[src/rtl/memory_arbiter.sv]
// Two-port (fetch / data) round-robin arbiter in front of a single-port synchronous memory,
// with registered memory controls and a two-stage read-response pipeline.
module memory_arbiter #(
    parameter int unsigned ADDR_W = 32,
    parameter int unsigned DATA_W = 32
) (
    input  logic              clk,
    input  logic              rst,
    input  logic              f_req,
    input  logic [ADDR_W-1:0] f_a,
    output logic              f_gnt,
    output logic              f_rvalid,
    input  logic              d_req,
    input  logic              d_rw,
    input  logic [ADDR_W-1:0] d_a,
    input  logic [DATA_W-1:0] d_din,
    input  logic              d_lock,
    output logic              d_gnt,
    output logic              d_rvalid,
    output logic [DATA_W-1:0] rdata,
    output logic [ADDR_W-1:0] mem_a,
    output logic [DATA_W-1:0] mem_din,
    output logic              mem_rw,
    input  logic [DATA_W-1:0] mem_dout
);

    typedef enum logic {
        PORT_FETCH = 1'b0,
        PORT_DATA  = 1'b1
    } port_e;

    port_e             last_grant_q, last_grant_d;
    logic [ADDR_W-1:0] mem_a_q, mem_a_d;
    logic [DATA_W-1:0] mem_din_q, mem_din_d;
    logic              mem_rw_q, mem_rw_d;
    logic              rsp1_vld_q, rsp1_vld_d;
    port_e             rsp1_port_q, rsp1_port_d;
    logic              rsp2_vld_q, rsp2_vld_d;
    port_e             rsp2_port_q, rsp2_port_d;
    logic              lock_hold;
    logic              f_gnt_c;
    logic              d_gnt_c;

    // Arbitration: data holds the memory while locked, otherwise round-robin on contention
    always_comb begin
        f_gnt_c   = 1'b0;
        d_gnt_c   = 1'b0;
        lock_hold = d_lock && (last_grant_q == PORT_DATA);
        if (!rst) begin
            if (d_req && (lock_hold || !f_req || last_grant_q == PORT_FETCH)) begin
                d_gnt_c = 1'b1;
            end else if (f_req && !lock_hold) begin
                f_gnt_c = 1'b1;
            end
        end
    end

    // Next state: the memory command only carries write data for data-port grants
    always_comb begin
        last_grant_d = last_grant_q;
        mem_a_d      = mem_a_q;
        mem_din_d    = mem_din_q;
        mem_rw_d     = 1'b0;
        rsp1_vld_d   = 1'b0;
        rsp1_port_d  = rsp1_port_q;
        rsp2_vld_d   = rsp1_vld_q;
        rsp2_port_d  = rsp1_port_q;
        if (d_gnt_c) begin
            last_grant_d = PORT_DATA;
            mem_a_d      = d_a;
            mem_din_d    = d_din;
            mem_rw_d     = d_rw;
            rsp1_vld_d   = !d_rw;
            rsp1_port_d  = PORT_DATA;
        end else if (f_gnt_c) begin
            last_grant_d = PORT_FETCH;
            mem_a_d      = f_a;
            rsp1_vld_d   = 1'b1;
            rsp1_port_d  = PORT_FETCH;
        end
    end

    always_ff @(posedge clk or posedge rst) begin
        if (rst) begin
            last_grant_q <= PORT_FETCH;
            mem_a_q      <= '0;
            mem_din_q    <= '0;
            mem_rw_q     <= 1'b0;
            rsp1_vld_q   <= 1'b0;
            rsp1_port_q  <= PORT_FETCH;
            rsp2_vld_q   <= 1'b0;
            rsp2_port_q  <= PORT_FETCH;
        end else begin
            last_grant_q <= last_grant_d;
            mem_a_q      <= mem_a_d;
            mem_din_q    <= mem_din_d;
            mem_rw_q     <= mem_rw_d;
            rsp1_vld_q   <= rsp1_vld_d;
            rsp1_port_q  <= rsp1_port_d;
            rsp2_vld_q   <= rsp2_vld_d;
            rsp2_port_q  <= rsp2_port_d;
        end
    end

    assign f_gnt    = f_gnt_c;
    assign d_gnt    = d_gnt_c;
    assign f_rvalid = rsp2_vld_q && (rsp2_port_q == PORT_FETCH);
    assign d_rvalid = rsp2_vld_q && (rsp2_port_q == PORT_DATA);
    assign rdata    = mem_dout;
    assign mem_a    = mem_a_q;
    assign mem_din  = mem_din_q;
    assign mem_rw   = mem_rw_q;

endmodule
[config.mk]
export PLATFORM = sky130hd
export DESIGN_NAME = memory_arbiter
export DESIGN_NICKNAME = d
export VERILOG_FILES = /design/src/rtl/memory_arbiter.sv
export SDC_FILE = /design/constraint.sdc
export NUM_CORES = 1
export LEC_CHECK = 0
export CAP_MARGIN = 20
export CORE_UTILIZATION = 32
export CTS_BUF_LIST = sky130_fd_sc_hd__clkbuf_16
export CTS_CLUSTER_DIAMETER = 100
export DETAILED_ROUTE_END_ITERATION = 8
export MAX_ROUTING_LAYER = met4
export PLACE_DENSITY = 0.82
export RECOVER_POWER = 100
export SKIP_CTS_REPAIR_TIMING = 1
export SYNTH_ARGS = -nofsm -noshare
export SYNTH_HDL_FRONTEND = slang
export SYNTH_SLANG_ARGS = --single-unit
[constraint.sdc]
create_clock -name clk -period 1.76 [get_ports clk]
set_input_delay 0.176 -clock clk [delete_from_list [all_inputs] [get_ports clk]]
set_output_delay 0.176 -clock clk [all_outputs]
set_load 0.03 [all_outputs]
==> reports/results.tsv <==
stage	metric	value	unit
synth	yosysWarnings	0	
setup_path	r2r-end	mem_din[12]	
placed_design	io_buffer_count	170	
hold_path	hp-start	rsp1_vld_q	
floorplan	io-pin-count	235	
cts	cts-buffers-inserted	9	
drt	wire_per_inst	15.97	um
finish	drive_gt1_share	23.45	%
setup_path	slowest_delay	0.41	ns
sta	period_share	96.47	%
cts	cts_tree	yes	
placed_design	place_area	5070	um^2
pwr	power_density	1067	nW/um^2
global_routing	grt_pass1_wl	14.63	mm
setup_path	path_max_fanout	17	
synth	ys_ff_latch	69	
synth	synth_area_per_cell	11.15	um^2
drt	drtIter0Drc	116	
global_routing	grt-ovfl-total	0	
pwr	p_int	3948	uW
drt	viasPerCell	4.966	
setup_path	reg2reg_slack	0.06	ns
pwr	net-switching-power	1829	uW
floorplan	initial_core_util	33.05	%
setup_path	required	1.97	ns
floorplan	die_area	11080	um^2
sta	worst_pin_slew	0.9535	ns
sta	slew_headroom	36.43	%
placed_design	gp_congestion	0.7324	
finish	antennaDiodeCount	0	
drt	ant_nets	0	
drt	post-route-drc-count	0	
synth	synth_area	3412	um^2
floorplan	die_x	105.3	um
floorplan	coreArea	10320	um^2
sta	fin_ws	0.06204	ns
setup_path	critPathKind	reg -> reg	
hold_path	holdPathEnd	rsp2_vld_q	
status	status	completed	
setup_path	start_kind	flop	
global_routing	grt_start_max_net_pins	53	
setup_path	critPathSlowestCell	dfrtp_1	
synth	synthCells	306	
sta	report.final.slew_viol_count	0	
sta	post-route-min-period	1.698	ns
placed_design	pre_cts_ws	-0.08020	ns
sta	finalHoldViolations	0	
global_routing	first_global_vias	3012	
hold_path	worstHoldPathCells	0	
sta	max_freq	588.9	MHz
pwr	peakVddDrop	0.0005158	V
setup_path	crit_buf_inv	2	
pwr	seqPwrFrac	34.5	%
hold_path	min_path_type	reg -> reg	
global_routing	antenna_found_initial	0	
setup_path	end_kind	flop	
drt	firstDrtPassIters	4	
finish	area_growth_syn_to_layout	58.75	%
cts	clk_pin_slew_worst_paths	0.06	ns
synth	synth.area.top_cells	dfrtp_1 (51%), mux2_2 (9.6%), or3b_2 (7.4%), buf_4 (7.0%), a31oi_1 (5.3%)	
finish	layout_common_cells	clkdlybuf4s50_1 (102), dfrtp_1 (69), dlygate4sd3_1 (66), o21ai_0 (33), nor3_1 (32)	
synth	synth_top_area_share	50.61	%
finish	final_common_cell	clkdlybuf4s50_1	
setup_path	rr_worst_depth	5	
pwr	p_sw_share	31.66	%
sta	setup_viol	0	
pwr	power_frac_clock	33.6	%
drt	num_vias	2920	
synth	synth_seq_area_share	50.61	%
sta	tns	0	ns
cts	max-clock-path-buffers	2	
sta	skew	0.005522	ns
synth	yosysTopAreaCell	dfrtp_1	
setup_path	cp_top_family	simple AND/OR/NAND/NOR gates	
synth	synth_nets	440	
cts	cts.htree.levels	3	
placed_design	dp_hpwl	6.665	mm
synth	ys_types	24	
cts	cts_root_buffer	clkbuf_16	
cts	clk_latency	0.33	ns
finish	layout.nets	581	
pwr	leakagePower	0.002123	uW
pwr	total_power	5777	uW
finish	finalInstanceArea	5416	um^2
drt	wl	9.389	mm
finish	fill_cells	908	
floorplan	rows	37	
global_routing	grt_usage	17.24	%
setup_path	cp.arrival	1.91	ns
pwr	p_comb_share	31.9	%
cts	cts_sinks	69	
setup_path	crit_chain	and3b_1, or2_4, buf_12, clkbuf_4, mux2_4	
flow_run	drv_cap	0	
floorplan	die_h	105.3	um
setup_path	crit-reg2reg-launch	rsp1_port_q	
==> worst reg2reg max path, delay by kind of cell, from the launching register on <==
kind          cells  cell delay [ns]
simple gates      2             0.47
flops             1             0.41
buf+inv           2             0.37
mux               1             0.35
==> stage by stage <==
stage	utilization [%]	instances	hold WS [ns]
6_report	52.47	588	0.3482
5_1_grt	52.47	588	0.3519
4_1_cts	52.24	584	0.3504
3_5_place_dp	49.11	568	0.3378
3_3_place_gp	49.11	568	0.3361
2_1_floorplan	-	306	0.2582
==> final cells by class <==
class                   instances  area [um^2]  area share [%]
clock inverters                 7        97.59           1.802
well taps                     136        170.2           3.142
multi-input cells             174         1301           24.02
inverters                       2        11.26          0.2079
repair buffers                191         1884           34.79
flip-flops and latches         69         1727           31.88
clock buffers                   9        225.2           4.158
==> cell families (layout without fill, tap and decap cells) <==
| group | count (synthesis) | after routing | share of synthesized area, % |
|---|---|---|---|
| buffers and inverters | 63 | 209 | 11.70 |
| muxes | 32 | 32 | 10.89 |
| AOI/OAI and AO/OA | 67 | 67 | 11.70 |
| and+or+nand+nor | 75 | 75 | 15.11 |
| DFF | 69 | 69 | 50.61 |
==> power by group through the flow <==
stage,registers (uW),clock network (uW),logic [uW]
4_1_cts,2010,1990,1950
3_3_place_gp,2020,0,1910
2_1_floorplan,2550,0,615
5_1_grt,2030,2070,1950
3_5_place_dp,2030,0,1950
6_report,2000,1940,1840
==> sequential cells by signal, summed over array words and instances, names as in the netlist <==
signal       cells
rsp2_vld_q       1
rsp2_port_q      1
rsp1_vld_q       1
mem_din         32
mem_rw           1
mem_a           32
rsp1_port_q      1
==> worst max path at each step <==
| stage | startpoint | to | slack (ns) | depth (start not counted) |
|---|---|---|---|---|
| finish | rsp1_port_q | mem_din[12] | 0.06 | 5 |
| global route | rsp1_port_q | d_gnt | -0.004 | 5 |
| CTS | rsp1_port_q | d_gnt | -0.11 | 5 |
| detailed placement | d_lock | mem_din[12] | -0.08 | 5 |
| global placement | d_lock | mem_din[12] | -0.03 | 5 |
| floorplan | rsp1_port_q | f_gnt | 0.01 | 4 |
==> metal layers <==
layer  track usage [%]  wire (um)
met5                 -          0
met4             6.640        207
met3             4.020        517
met2             29.98       4928
met1             19.13       3737
==> synth_stat cells <==
master and instances:
a21oi_1 1, a31oi_1 29, a31oi_2 3, and2_1 3, and3b_1 1, buf_2 3, buf_4 32, buf_6 5
clkbuf_1 20, clkbuf_2 1, dfrtp_1 69, inv_1 2, mux2_2 29, mux2_4 3, nand2_1 1, nand2b_1 1
nand2b_4 1, nor2b_1 2, nor3_1 33, o21ai_0 33, o32a_1 1, or2_1 1, or3b_1 3, or3b_2 29
Power figures use the tool's default switching activity.
